--- src/rtl/dma_pcie_cq_cc_responder_if.sv ---
// CQ/CC AXI-Stream pair between the PCIe core (master) and the BAR responder (slave).
// Signal names follow the PCIe core's cq_*/cc_* stream naming.
interface dma_pcie_cq_cc_responder_if #(
  parameter int unsigned DATA_WIDTH    = 512,
  parameter int unsigned CQ_USER_WIDTH = 183,
  parameter int unsigned CC_USER_WIDTH = 81
);
  logic [DATA_WIDTH-1:0]    cq_tdata;
  logic [CQ_USER_WIDTH-1:0] cq_tuser;
  logic                     cq_tlast;
  logic [DATA_WIDTH/32-1:0] cq_tkeep;
  logic                     cq_tvalid;
  logic [21:0]              cq_tready;

  logic [DATA_WIDTH-1:0]    cc_tdata;
  logic [CC_USER_WIDTH-1:0] cc_tuser;
  logic                     cc_tlast;
  logic [DATA_WIDTH/32-1:0] cc_tkeep;
  logic                     cc_tvalid;
  logic                     cc_tready;

  modport slave (
    input  cq_tdata, cq_tuser, cq_tlast, cq_tkeep, cq_tvalid, cc_tready,
    output cq_tready, cc_tdata, cc_tuser, cc_tlast, cc_tkeep, cc_tvalid
  );

  modport master (
    output cq_tdata, cq_tuser, cq_tlast, cq_tkeep, cq_tvalid, cc_tready,
    input  cq_tready, cc_tdata, cc_tuser, cc_tlast, cc_tkeep, cc_tvalid
  );
endinterface

--- src/rtl/dma_pcie_cq_cc_responder.sv ---
// Single-BAR completer: MemWr/MemRd of a 32-bit register file over the CQ/CC pair.
// Optional DMA_CQ_CC_RESP_STATS_EN adds saturating read/write/UR counters.
module dma_pcie_cq_cc_responder #(
  parameter int unsigned DATA_WIDTH    = 512,
  parameter int unsigned CQ_USER_WIDTH = 183,
  parameter int unsigned CC_USER_WIDTH = 81,
  parameter int unsigned NUM_REGS      = 16,
  parameter int unsigned BAR_ID        = 0
) (
  input  logic                          axi_aclk,
  input  logic                          axi_aresetn,
  dma_pcie_cq_cc_responder_if.slave     bus,
  input  logic [15:0]                   completer_id,
  output logic                          reg_wr_pulse,
  output logic [7:0]                    reg_wr_idx
`ifdef DMA_CQ_CC_RESP_STATS_EN
  ,
  output logic [31:0]                   stat_rd_cnt,
  output logic [31:0]                   stat_wr_cnt,
  output logic [31:0]                   stat_ur_cnt
`endif
);
  localparam int unsigned KeepW = DATA_WIDTH / 32;
  localparam int unsigned IdxW  = $clog2(NUM_REGS);
  localparam logic [2:0]  BarId = 3'(BAR_ID);

  typedef enum logic [1:0] {StIdle, StDrain, StCplFmt, StCpl} state_e;

  state_e                 state_q;
  logic [31:0]            regs_q [NUM_REGS];
  logic [21:0]            cq_tready_q;
  logic [DATA_WIDTH-1:0]  cc_tdata_q;
  logic [KeepW-1:0]       cc_tkeep_q;
  logic                   cc_tvalid_q, cc_tlast_q;
  logic [4:0]             addr_q;
  logic [3:0]             be_q;
  logic                   sc_q, drain_q;
  logic [15:0]            req_id_q;
  logic [7:0]             tag_q;
  logic [2:0]             tc_q, attr_q;
  logic [31:0]            rd_data_q;

  logic [127:0]           desc;
  logic [IdxW-1:0]        idx;
  logic [3:0]             first_be;
  logic [31:0]            wr_data;
  logic                   accept, bar_hit, wr_hit, rd_hit;

  assign desc     = bus.cq_tdata[127:0];
  assign idx      = desc[IdxW+1:2];
  assign first_be = bus.cq_tuser[3:0];
  assign wr_data  = bus.cq_tdata[159:128];
  assign accept   = bus.cq_tvalid & cq_tready_q[0];
  assign bar_hit  = (desc[114:112] == BarId);
  assign wr_hit   = accept && (state_q == StIdle) && bar_hit && (desc[78:75] == 4'd1) &&
                    (desc[74:64] == 11'd1);
  assign rd_hit   = accept && (state_q == StIdle) && bar_hit && (desc[78:75] == 4'd0);

  assign bus.cq_tready = cq_tready_q;
  assign bus.cc_tdata  = cc_tdata_q;
  assign bus.cc_tkeep  = cc_tkeep_q;
  assign bus.cc_tvalid = cc_tvalid_q;
  assign bus.cc_tlast  = cc_tlast_q;
  assign bus.cc_tuser  = '0;

  logic unused_in;
  assign unused_in = ^{bus.cq_tdata, bus.cq_tuser, bus.cq_tkeep};

  // First/last enabled byte give lower_addr[1:0] and byte_count; empty BE counts as one byte.
  logic [1:0]   lo2, hi2;
  logic [12:0]  byte_cnt;
  logic [127:0] cpl_desc;
  always_comb begin
    lo2 = 2'd0;
    hi2 = 2'd0;
    for (int i = 3; i >= 0; i--) if (be_q[i]) lo2 = 2'(i);
    for (int i = 0; i < 4; i++) if (be_q[i]) hi2 = 2'(i);
    if (!sc_q)              byte_cnt = 13'd4;
    else if (be_q == 4'd0)  byte_cnt = 13'd1;
    else                    byte_cnt = 13'(hi2) - 13'(lo2) + 13'd1;
    cpl_desc           = '0;
    cpl_desc[6:0]      = {addr_q, lo2};
    cpl_desc[28:16]    = byte_cnt;
    cpl_desc[42:32]    = sc_q ? 11'd1 : 11'd0;
    cpl_desc[45:43]    = sc_q ? 3'b000 : 3'b001;
    cpl_desc[63:48]    = req_id_q;
    cpl_desc[71:64]    = tag_q;
    cpl_desc[87:72]    = completer_id;
    cpl_desc[91:89]    = tc_q;
    cpl_desc[94:92]    = attr_q;
    cpl_desc[127:96]   = sc_q ? rd_data_q : 32'd0;
  end

  always_ff @(posedge axi_aclk or negedge axi_aresetn) begin
    if (!axi_aresetn) begin
      for (int i = 0; i < int'(NUM_REGS); i++) regs_q[i] <= '0;
    end else if (wr_hit) begin
      for (int b = 0; b < 4; b++) begin
        if (first_be[b]) regs_q[idx][8*b +: 8] <= wr_data[8*b +: 8];
      end
    end
  end

  always_ff @(posedge axi_aclk or negedge axi_aresetn) begin
    if (!axi_aresetn) begin
      state_q      <= StIdle;
      cq_tready_q  <= '1;
      cc_tdata_q   <= '0;
      cc_tkeep_q   <= '0;
      cc_tvalid_q  <= 1'b0;
      cc_tlast_q   <= 1'b0;
      reg_wr_pulse <= 1'b0;
      reg_wr_idx   <= '0;
      addr_q       <= '0;
      be_q         <= '0;
      sc_q         <= 1'b0;
      drain_q      <= 1'b0;
      req_id_q     <= '0;
      tag_q        <= '0;
      tc_q         <= '0;
      attr_q       <= '0;
      rd_data_q    <= '0;
    end else begin
      reg_wr_pulse <= wr_hit;
      if (wr_hit) reg_wr_idx <= 8'(idx);
      unique case (state_q)
        StIdle: begin
          if (rd_hit) begin
            // Capture the register now so later writes cannot change the completion.
            addr_q      <= desc[6:2];
            be_q        <= first_be;
            sc_q        <= (desc[74:64] == 11'd1);
            drain_q     <= !bus.cq_tlast;
            req_id_q    <= desc[95:80];
            tag_q       <= desc[103:96];
            tc_q        <= desc[123:121];
            attr_q      <= desc[126:124];
            rd_data_q   <= regs_q[idx];
            cq_tready_q <= '0;
            state_q     <= StCplFmt;
          end else if (accept && !bus.cq_tlast) begin
            state_q <= StDrain;
          end
        end
        StDrain: begin
          if (accept && bus.cq_tlast) state_q <= StIdle;
        end
        StCplFmt: begin
          cc_tdata_q  <= DATA_WIDTH'(cpl_desc);
          cc_tkeep_q  <= sc_q ? KeepW'(4'hF) : KeepW'(4'h7);
          cc_tvalid_q <= 1'b1;
          cc_tlast_q  <= 1'b1;
          state_q     <= StCpl;
        end
        StCpl: begin
          if (bus.cc_tready) begin
            cc_tvalid_q <= 1'b0;
            cc_tlast_q  <= 1'b0;
            cq_tready_q <= '1;
            state_q     <= drain_q ? StDrain : StIdle;
          end
        end
        default: state_q <= StIdle;
      endcase
    end
  end

`ifdef DMA_CQ_CC_RESP_STATS_EN
  logic cc_done;
  assign cc_done = (state_q == StCpl) && bus.cc_tready;

  always_ff @(posedge axi_aclk or negedge axi_aresetn) begin
    if (!axi_aresetn) begin
      stat_rd_cnt <= '0;
      stat_wr_cnt <= '0;
      stat_ur_cnt <= '0;
    end else begin
      if (cc_done && sc_q && (stat_rd_cnt != '1))  stat_rd_cnt <= stat_rd_cnt + 32'd1;
      if (cc_done && !sc_q && (stat_ur_cnt != '1)) stat_ur_cnt <= stat_ur_cnt + 32'd1;
      if (wr_hit && (stat_wr_cnt != '1))           stat_wr_cnt <= stat_wr_cnt + 32'd1;
    end
  end
`endif
endmodule

--- src/flat_wrapper.sv ---
// flat-port wrapper written by rule: the top's interface ports become plain ports
module dma_pcie_cq_cc_responder_flat 
#(
  parameter int unsigned DATA_WIDTH    = 512,
  parameter int unsigned CQ_USER_WIDTH = 183,
  parameter int unsigned CC_USER_WIDTH = 81,
  parameter int unsigned NUM_REGS      = 16,
  parameter int unsigned BAR_ID        = 0
)
  (axi_aclk, axi_aresetn, completer_id, reg_wr_pulse, reg_wr_idx, bus_cq_tdata, bus_cq_tuser, bus_cq_tlast, bus_cq_tkeep, bus_cq_tvalid, bus_cc_tready, bus_cq_tready, bus_cc_tdata, bus_cc_tuser, bus_cc_tlast, bus_cc_tkeep, bus_cc_tvalid);
  dma_pcie_cq_cc_responder_if #(.DATA_WIDTH(DATA_WIDTH), .CQ_USER_WIDTH(CQ_USER_WIDTH), .CC_USER_WIDTH(CC_USER_WIDTH)) bus_i ();
  input  logic axi_aclk;
  input  logic axi_aresetn;
  input  logic [15:0] completer_id;
  output logic reg_wr_pulse;
  output logic [7:0] reg_wr_idx;
  input wire logic [$bits(bus_i.cq_tdata)-1:0] bus_cq_tdata;
  input wire logic [$bits(bus_i.cq_tuser)-1:0] bus_cq_tuser;
  input wire logic [$bits(bus_i.cq_tlast)-1:0] bus_cq_tlast;
  input wire logic [$bits(bus_i.cq_tkeep)-1:0] bus_cq_tkeep;
  input wire logic [$bits(bus_i.cq_tvalid)-1:0] bus_cq_tvalid;
  input wire logic [$bits(bus_i.cc_tready)-1:0] bus_cc_tready;
  output wire logic [$bits(bus_i.cq_tready)-1:0] bus_cq_tready;
  output wire logic [$bits(bus_i.cc_tdata)-1:0] bus_cc_tdata;
  output wire logic [$bits(bus_i.cc_tuser)-1:0] bus_cc_tuser;
  output wire logic [$bits(bus_i.cc_tlast)-1:0] bus_cc_tlast;
  output wire logic [$bits(bus_i.cc_tkeep)-1:0] bus_cc_tkeep;
  output wire logic [$bits(bus_i.cc_tvalid)-1:0] bus_cc_tvalid;
  assign bus_i.cq_tdata = bus_cq_tdata;
  assign bus_i.cq_tuser = bus_cq_tuser;
  assign bus_i.cq_tlast = bus_cq_tlast;
  assign bus_i.cq_tkeep = bus_cq_tkeep;
  assign bus_i.cq_tvalid = bus_cq_tvalid;
  assign bus_i.cc_tready = bus_cc_tready;
  assign bus_cq_tready = bus_i.cq_tready;
  assign bus_cc_tdata = bus_i.cc_tdata;
  assign bus_cc_tuser = bus_i.cc_tuser;
  assign bus_cc_tlast = bus_i.cc_tlast;
  assign bus_cc_tkeep = bus_i.cc_tkeep;
  assign bus_cc_tvalid = bus_i.cc_tvalid;
  dma_pcie_cq_cc_responder #(.DATA_WIDTH(DATA_WIDTH), .CQ_USER_WIDTH(CQ_USER_WIDTH), .CC_USER_WIDTH(CC_USER_WIDTH), .NUM_REGS(NUM_REGS), .BAR_ID(BAR_ID)) u_core (.axi_aclk(axi_aclk), .axi_aresetn(axi_aresetn), .bus(bus_i), .completer_id(completer_id), .reg_wr_pulse(reg_wr_pulse), .reg_wr_idx(reg_wr_idx));
endmodule
--- config.mk ---
export PLATFORM = sky130hd
export DESIGN_NAME = dma_pcie_cq_cc_responder_flat
export DESIGN_NICKNAME = d
export VERILOG_FILES = /design/src/rtl/dma_pcie_cq_cc_responder_if.sv /design/src/rtl/dma_pcie_cq_cc_responder.sv /design/src/flat_wrapper.sv
export SDC_FILE = /design/constraint.sdc
export NUM_CORES = 1
export LEC_CHECK = 0
export CAP_MARGIN = 20
export CORE_AREA = 2 2 538 540
export CTS_CLUSTER_SIZE = 10
export DETAILED_ROUTE_END_ITERATION = 12
export DIE_AREA = 0 0 540 542
export DONT_BUFFER_PORTS = 1
export PLACE_DENSITY = 0.3
export SLEW_MARGIN = 25
export SYNTH_ARGS = -nofsm -noshare
export SYNTH_HDL_FRONTEND = slang
export SYNTH_SLANG_ARGS = --single-unit
--- constraint.sdc ---
create_clock -name axi_aclk -period 2.4 [get_ports axi_aclk]
set_input_delay 0.6 -clock axi_aclk [delete_from_list [all_inputs] [get_ports axi_aclk]]
set_output_delay 0.6 -clock axi_aclk [all_outputs]
set_load 0.005 [all_outputs]
==> results of run 1 <==
-- layout make-up --
class                   instances  area, sq um  area share, %
repair buffers                259         3480           7.87
diodes                         16         40.0         0.0905
multi-input cells            1695        15700           35.4
inverters                      10         37.5         0.0848
flip-flops and latches        688        17200           38.9
clock buffers                 135         2810           6.36
clock inverters                22          254          0.574
well taps                    3781         4730           10.7
-- state kept, by name, summed over array words and instances, names as in the netlist, 4 cells and up --
register	count
u_core.addr_q	5
u_core.be_q	4
u_core.bus.cc_tdata	93
u_core.rd_data_q	32
u_core.reg_wr_idx	4
u_core.regs_q	512
u_core.req_id_q	16
u_core.tag_q	8
-- worst paths after layout --
path / from / slack (ns) / endpoint / cells after the start
min in group axi_aclk: bus_cq_tdata[87] / 0.04 / u_core.req_id_q[7]$_DFFE_PN0P_ / 2
setup reg to reg: u_core.be_q[3]$_DFFE_PN0P_ / -0.12 / u_core.bus.cc_tdata[18]$_DFFE_PN0P_ / 10
setup / recovery: u_core.be_q[3]$_DFFE_PN0P_ / -0.12 / u_core.bus.cc_tdata[18]$_DFFE_PN0P_ / 10
hold / removal: axi_aresetn / -0.30 / u_core.regs_q[405]$_DFFE_PN0P_ / 1
hold reg to reg: u_core.attr_q[2]$_DFFE_PN0P_ / 0.46 / u_core.attr_q[2]$_DFFE_PN0P_ / 2
max in group asynchronous: axi_aresetn / 0.18 / u_core.bus.cc_tkeep[2]$_DFFE_PN0P_ / 4
-- critical path, stage by stage, from the launching register on --
cell	delay, ns
dfrtp_2	0.44
buf_6	0.13
or2_4	0.23
fa_1	0.56
buf_12	0.13
ha_4	0.12
inv_2	0.04
ha_4	0.25
o21ai_2	0.05
buf_6	0.17
mux2_4	0.26
-- Yosys cell counts (9+ instances only) --
cell,n
a221oi_1,32
buf_1,14
buf_2,21
buf_4,541
clkbuf_1,111
dfrtp_1,687
mux2_2,562
mux2i_1,32
mux4_2,128
nand2_1,198
nand3_1,9
nor2_1,38
nor4_4,48
o21ai_0,47
o22ai_1,32
or4_1,16
-- cell families (layout without fill, tap and decap cells) --
group | Yosys count | count (layout) | synth area share, %
other | 1 | 525 | 0.0108
flip-flops | 688 | 688 | 49.8
multiplexers | 729 | 729 | 27.8
buffers and inverters | 699 | 426 | 13.6
adder cells (fa/ha/maj) | 5 | 5 | 0.202
AND/OR/NAND/NOR | 332 | 332 | 6.45
AO/OA/AOI/OAI | 120 | 120 | 2.25
-- layer usage --
metal | up-vias | wire length (um) | GRT usage (%)
li1 | 8471 | - | -
met4 | 8 | 3470 | 2.70
met2 | 723 | 57100 | 12.8
met1 | 10213 | 56600 | 11.1
met5 | - | 52 | 0
met3 | 164 | 8310 | 2.30
-- metrics by stage --
step | setup TNS [ns] | setup slack [ns] | std cells
floorplan | -4.40 | -0.0817 | 3082
global placement | -64.68 | -0.294 | 6326
detailed placement | -70.05 | -0.285 | 6326
CTS | -9.77 | -0.182 | 6582
global route | -20.46 | -0.212 | 6596
finish | -2.44 | -0.124 | 6606
-- timing repair --
item                                   4_1_cts  5_1_grt
gates cloned                                 4        1
setup buffers                               14        4
setup endpoints to repair                  254      400
gates resized for setup                    206      120
pin swaps                                   44       12
endpoints found under the hold margin     1255      336
hold buffers                                81        1
-- report_power, final --
group | switching (W) | internal (W) | total, W
clock network | 0.00572 | 0.00860 | 0.0143
registers | 0.0000259 | 0.0116 | 0.0116
logic | 0.000841 | 0.000290 | 0.00113
==> results.toml, run 1 <==
[worst_setup_path]
cp_max_fo = 4
criticalPathCategory = "reg2reg"
end_kind = "register"
worst_setup_path_start_kind = "register"
worstPathArrival_ns = 3.18
required_ns = 3.06

[drt]
vias = 19579
ant_nets = 0
drtPass1Iterations = 5
drt_iter0_drc = 844
via_per_inst = 2.96
wl_per_cell_um = 19.0
wirelength_um = 125000
drc = 0

[floorplanning]
fp.dieH_um = 542
fp.dieArea_sq_um = 293000
io_pins = 1374
start_util_pct = 12.1
die_x_um = 540
fp.coreArea_sq_um = 287000
rows = 197

[clock_network]
clock-sinks = 688
clk_latency_ns = 0.80
cts_buffers = 98
cts.clk_slew.worst_paths_ns = 0.06
clock_path_buffers = 4
cts_tree = "yes"
cts-root-buf = "clkbuf_16"
htreeDepth = 3

[layout]
areaGrowthSynthToFinish_pct = 27.9
num-fill-cells = 31657
layout-drive-gt1-share_pct = 39.2
final_common_cell = "dfrtp_1"
fin_area_sq_um = 44300
finalCoreUtilization_pct = 15.4
nets = 3489
final_cell_mix = "dfrtp_1 (685), conb_1 (509), mux2_2 (319)"

[placed_design]
hpwl_um = 82500
place_area_sq_um = 38700
gp_congestion = 0.670
port_buffers = 0

[worst_hold_path]
hold_path.class = "in2async"

[logic_synthesis]
avgSynthCellArea_sq_um = 13.4
yosys.area.top_type = "dfrtp_1"
synth_edf_count = 0
synth-seq-cells = 688
synth_top_cells_by_area = "dfrtp_1 (50%), mux2_2 (18%), buf_4 (12%), mux4_2 (8.3%), nor4_4 (3.0%)"
postSynthCellCount = 2574
synth_flop_cell = "dfrtp_1"
synth_top_area_share_pct = 49.7
yosysUniqueCellTypes = 40
yosys_warnings = 0
ys_seq_area_share_pct = 49.8
syn_area_sq_um = 34600
synthArstFlopShare_pct = 100

[power]
max-vdd-ir-drop_uv = 431
power_w = 0.0271
cellPowerDensity_nw_per_um2 = 612
leakage_nw = 19.9

[sta]
period_share_pct = 105
finalMaxSlewViolations = 0
whs_ns = -0.300
fin_ws_ns = -0.124
worstMarginPinSlew_ns = 0.919
relSlewSlack_pct = 38.8
hold_violations = 81
finClkSkew_ns = 0.0455
rsz0062_at_grt = "yes"
fin_crit_ns = 2.52
setup_viol = 91
fmax_mhz = 396

[global_route]
grt_pass1_vias = 19686
antenna_found_initial = 50
grt_max_degree = 689
grt_pass1_wl_um = 171000
grt.total_usage_pct = 8.30
grt_overflow = 0

[flow_run]
max_cap_viol_count = 0

[outcome]
status = "complete, but fails checks"
violations = "hold timing, setup timing"
Power figures use the tool's default switching activity.
==> run 2, diff against run 1 <==
--- a/config.mk
+++ b/config.mk
@@ -12,7 +12,7 @@
 export DIE_AREA = 0 0 540 542
 export DONT_BUFFER_PORTS = 1
 export PLACE_DENSITY = 0.3
-export SLEW_MARGIN = 25
+export SLEW_MARGIN = 5
 export SYNTH_ARGS = -nofsm -noshare
 export SYNTH_HDL_FRONTEND = slang
 export SYNTH_SLANG_ARGS = --single-unit
==> results.toml, run 2 (synthesis gave the netlist of run 1 again) <==
[outcome]
status = "complete, but fails checks"
violations = "setup timing"

[drt]
vias = 19628
drc = 0
via_per_inst = 2.97
drt_iter0_drc = 827
drtPass1Iterations = 4
wl_per_cell_um = 19.0
wirelength_um = 126000
ant_nets = 0

[global_route]
grt_pass1_vias = 19686
grt_max_degree = 689
grt_overflow = 0
grt_pass1_wl_um = 171000
antenna_found_initial = 50
grt.total_usage_pct = 8.30

[layout]
final_cell_mix = "dfrtp_1 (685), conb_1 (509), mux2_2 (319)"
largest_reg_flops = 512
top_register = "u_core.regs_q"
fin_area_sq_um = 44400
nets = 3499
areaGrowthSynthToFinish_pct = 28.3
num-fill-cells = 31656
layout-drive-gt1-share_pct = 39.1
layout.cells.non_filler = 6619
final_common_cell = "dfrtp_1"

[worst_setup_path]
worst_setup_path_start_kind = "register"
criticalPathCategory = "reg2reg"
cp_max_fo = 4
required_ns = 3.06
cp_cell_sequence = "buf_6 > or2_4 > fa_1 > buf_12 > ha_4 > inv_2 > ha_4 > o21ai_2 > buf_6 > mux2_4"
critical_path.top_delay_family = "adder cells"
worstPathArrival_ns = 3.18
ff2ff_setup_slack_ns = -0.12
end_kind = "register"
slowest_stage = "fa_1"
cpPeakStageDelay_ns = 0.56
path_buf_inv = 4

[worst_hold_path]
hold_path.class = "in2reg"

[floorplanning]
start_util_pct = 12.1
die_x_um = 540
rows = 197
fp.dieArea_sq_um = 293000
fp.coreArea_sq_um = 287000
fp.dieH_um = 542
io_pins = 1374

[sta]
fin_crit_ns = 2.52
setup_tns_ns = -2.32
period_share_pct = 105
rsz0062_at_grt = "yes"
finClkSkew_ns = 0.0442
fin_ws_ns = -0.118
worstMarginPinSlew_ns = 1.04
setup_viol = 93
relSlewSlack_pct = 30.8
finalMaxSlewViolations = 0
fmax_mhz = 397
hold_violations = 0

[flow_run]
max_cap_viol_count = 0

[clock_network]
clk_latency_ns = 0.80
cts_buffers = 98
cts-root-buf = "clkbuf_16"
htreeDepth = 3
clock-sinks = 688
clock_path_buffers = 4
cts_tree = "yes"
cts.clk_slew.worst_paths_ns = 0.06

[placed_design]
gp_congestion = 0.670
hpwl_um = 82500
dp.cells = 6326
place_area_sq_um = 38700
port_buffers = 0

[power]
max-vdd-ir-drop_uv = 432
cellPowerDensity_nw_per_um2 = 611
power_w = 0.0271
leakage_nw = 20.0
[run 2: cell types whose count changed in the layout (fill, tap and decap cells not counted), sizes merged]
cell	delta
dlygate4sd3	+7
buf	+3
diode	+3
[run 2: area by class of cell]
| type | instances | area, sq um | share of cell area [%] |
|---|---|---|---|
| flip-flops and latches | 688 | 17200 | 38.8 |
| multi-input cells | 1695 | 15700 | 35.3 |
| well taps | 3781 | 4730 | 10.7 |
| repair buffers | 269 | 3630 | 8.17 |
| clock buffers | 135 | 2810 | 6.33 |
| clock inverters | 22 | 254 | 0.572 |
| diodes | 19 | 47.5 | 0.107 |
| inverters | 10 | 37.5 | 0.0845 |
[run 2: timing repair]
| item | in CTS | in global routing |
|---|---|---|
| hold buffers | 81 | 12 |
| cloned | 4 | 1 |
| endpoints found under the setup margin | 254 | 400 |
| gates resized for setup | 206 | 120 |
| endpoints found under the hold margin | 1255 | 248 |
| pin swaps | 44 | 12 |
| setup buffers | 14 | 4 |
[run 2: layer usage]
| metal | wire length, um | track usage [%] |
|---|---|---|
| met1 | 56900 | 11.1 |
| met2 | 57400 | 12.8 |
| met3 | 8270 | 2.30 |
| met4 | 3460 | 2.70 |
| met5 | 56 | 0 |
[run 2: final timing paths]
check | end | cells past startpoint | startpoint
setup / recovery | u_core.bus.cc_tdata[18]$_DFFE_PN0P_ | 10 | u_core.be_q[3]$_DFFE_PN0P_
hold / removal | u_core.req_id_q[7]$_DFFE_PN0P_ | 2 | bus_cq_tdata[87]
setup reg to reg | u_core.bus.cc_tdata[18]$_DFFE_PN0P_ | 10 | u_core.be_q[3]$_DFFE_PN0P_
hold reg to reg | u_core.attr_q[2]$_DFFE_PN0P_ | 2 | u_core.attr_q[2]$_DFFE_PN0P_
max in group asynchronous | u_core.regs_q[431]$_DFFE_PN0P_ | 4 | axi_aresetn
min in group asynchronous | u_core.regs_q[405]$_DFFE_PN0P_ | 4 | axi_aresetn
[run 2: metrics by stage]
stage	hold WS (ns)	worst slack, ns	utilization, %
after global placement	0.398	-0.294	13.5
final	0.0427	-0.118	15.5
after floorplan	0.304	-0.0817	-
after detailed placement	0.394	-0.285	13.5
after CTS	-0.523	-0.182	15.2
after global routing	0.0234	-0.212	15.5
[run 2: report_power, final]
| part | internal (W) | switching, W |
|---|---|---|
| clock network | 0.00860 | 0.00574 |
| registers | 0.0116 | 0.0000266 |
| logic | 0.000309 | 0.000848 |
==> run 3, diff against run 2 <==
==> constraint.sdc (replaced) <==
create_clock -name axi_aclk -period 3.04 [get_ports axi_aclk]
set_input_delay 0.76 -clock axi_aclk [delete_from_list [all_inputs] [get_ports axi_aclk]]
set_output_delay 0.76 -clock axi_aclk [all_outputs]
set_load 0.005 [all_outputs]
==> results.toml, run 3 (synthesis gave the netlist of run 1 again) <==
[worst_setup_path]
cpPeakStageDelay_ns = 0.49
required_ns = 3.69
worstPathArrival_ns = 3.28
cp-startpoint = "u_core.state_q[1]$_DFFE_PN0P_"
end_kind = "register"
slowest_stage = "dfrtp_1"
endpoint = "u_core.regs_q[289]$_DFFE_PN0P_"
criticalPathCategory = "reg2reg"
ff2ff_setup_slack_ns = 0.41
timing.rr.end = "u_core.regs_q[289]$_DFFE_PN0P_"
cp_max_fo = 25
timing.rr.start = "u_core.state_q[1]$_DFFE_PN0P_"
cp_cell_sequence = "nor4_2 > nand4_1 > buf_12 > buf_4 > nor4_4 > buf_12 > mux2_2"
critPathMostFrequentCell = "buf_12"
worst_setup_path_start_kind = "register"
reg2reg_depth = 7

[sta]
hold_violations = 0
worstMarginPinSlew_ns = 1.12
rsz0062_at_grt = "no"
finClkSkew_ns = 0.0616
setup_tns_ns = 0
finalMaxSlewViolations = 0
relSlewSlack_pct = 25.0
fin_crit_ns = 2.63
fmax_mhz = 381
setup_viol = 0
period_share_pct = 86.4

[global_route]
grt_overflow = 0
antenna_found_initial = 28
grt_pass1_wl_um = 166000
use_met2_pct = 13.0
grtUsageMet3_pct = 2.15
grt_pass1_vias = 19198
grt-busiest-layer = "met2"
met1_usage_pct = 10.5
grt_max_degree = 689
grt.total_usage_pct = 8.13

[power]
switching_share_pct = 24.4
max-vdd-ir-drop_uv = 357
leakage_nw = 19.0
clkPwrFrac_pct = 54.0
pwr-share-comb_pct = 3.1
power_w = 0.0215
power_frac_seq_pct = 42.8
p_sw_w = 0.00523
p_int_w = 0.0162
cellPowerDensity_nw_per_um2 = 512

[drt]
drtPass1Iterations = 4
via_per_inst = 2.92
drt_iter0_drc = 840
ant_nets = 0
drc = 0
wirelength_um = 122000
wl_per_cell_um = 18.7
vias = 19050

[outcome]
status = "completed"

[clock_network]
post_cts_buffers = 0
cts_buffers = 100
cts_tree = "yes"
clk_latency_ns = 0.82
htreeDepth = 3
cts-root-buf = "clkbuf_16"
ctsHoldBuffers = 32
clock_path_buffers = 4
clock-sinks = 688
cts.repair.resized = 0
cts.clk_slew.worst_paths_ns = 0.06

[floorplanning]
die_x_um = 540
io_pins = 1374
rows = 197
fp.coreArea_sq_um = 287000
start_util_pct = 12.1
fp.dieH_um = 542
fp.dieArea_sq_um = 293000

[layout]
top_register = "u_core.regs_q"
layout-drive-gt1-share_pct = 37.3
largest_reg_flops = 512
num-fill-cells = 31820
final_common_cell = "dfrtp_1"
areaGrowthSynthToFinish_pct = 21.1
nets = 3378
final_cell_mix = "dfrtp_1 (686), mux2_2 (562), conb_1 (509)"

[placed_design]
port_buffers = 0
gp_congestion = 0.637
hpwl_um = 80600

[flow_run]
max_cap_viol_count = 0

[worst_hold_path]
hold_path.class = "in2async"
run 3: worst min path at each step:
| stage | end | cells after the start | start |
|---|---|---|---|
| 2_1_floorplan | u_core.addr_q[0]$_DFFE_PN0P_ | 2 | u_core.addr_q[0]$_DFFE_PN0P_ |
| 3_3_place_gp | u_core.req_id_q[9]$_DFFE_PN0P_ | 2 | u_core.req_id_q[9]$_DFFE_PN0P_ |
| 3_5_place_dp | u_core.tag_q[1]$_DFFE_PN0P_ | 2 | u_core.tag_q[1]$_DFFE_PN0P_ |
| 4_1_cts | u_core.regs_q[53]$_DFFE_PN0P_ | 0 | axi_aresetn |
| 5_1_grt | u_core.regs_q[277]$_DFFE_PN0P_ | 1 | bus_cq_tdata[149] |
| 6_report | u_core.regs_q[50]$_DFFE_PN0P_ | 1 | axi_aresetn |
run 3: cell type report:
class | instances | area [sq um] | share of cell area, %
diodes | 24 | 60.1 | 0.143
clock buffers | 151 | 2950 | 7.03
clock inverters | 22 | 245 | 0.585
inverters | 10 | 37.5 | 0.0896
multi-input cells | 1695 | 14600 | 34.9
flip-flops and latches | 688 | 17200 | 41.1
well taps | 3781 | 4730 | 11.3
repair buffers | 146 | 2030 | 4.84
run 3: metal layers:
metal | wire, um | part of all wire, % | vias to the layer above
li1 | - | - | 8305
met1 | 52700 | 43 | 9889
met2 | 56700 | 47 | 682
met3 | 8420 | 6.9 | 170
met4 | 3850 | 3.2 | 4
met5 | 26 | 0.021 | -
run 3: metrics by stage:
| stage | utilization (%) | instance area (sq um) | hold slack (ns) | instances | setup WS [ns] |
|---|---|---|---|---|---|
| floorplan | - | 36500 | 0.435 | 3082 | 0.286 |
| global placement | 13.3 | 38200 | 0.460 | 6282 | 0.0363 |
| detailed placement | 13.3 | 38200 | 0.458 | 6282 | 0.0223 |
| CTS | 14.5 | 41700 | -0.344 | 6487 | 0.333 |
| global route | 14.6 | 41800 | 0.0248 | 6494 | 0.233 |
| finish | 14.6 | 41900 | 0.0639 | 6517 | 0.414 |
run 3: worst max-delay path: cells and delay by family, from the launching register on:
| family | cells | cell delay, ns |
|---|---|---|
| and+or+nand+nor | 3 | 0.93 |
| buffers and inverters | 3 | 0.65 |
| muxes | 1 | 0.33 |
| DFF | 1 | 0.49 |
run 3: power groups by stage:
stage               Combinational [W]  Clock, W  Sequential [W]
CTS                          0.000449    0.0123         0.00919
finish                       0.000672    0.0116         0.00919
global route                 0.000764    0.0126         0.00919
detailed placement           0.000392         0         0.00936
floorplan                    0.000906         0         0.00934
global placement             0.000392         0         0.00936
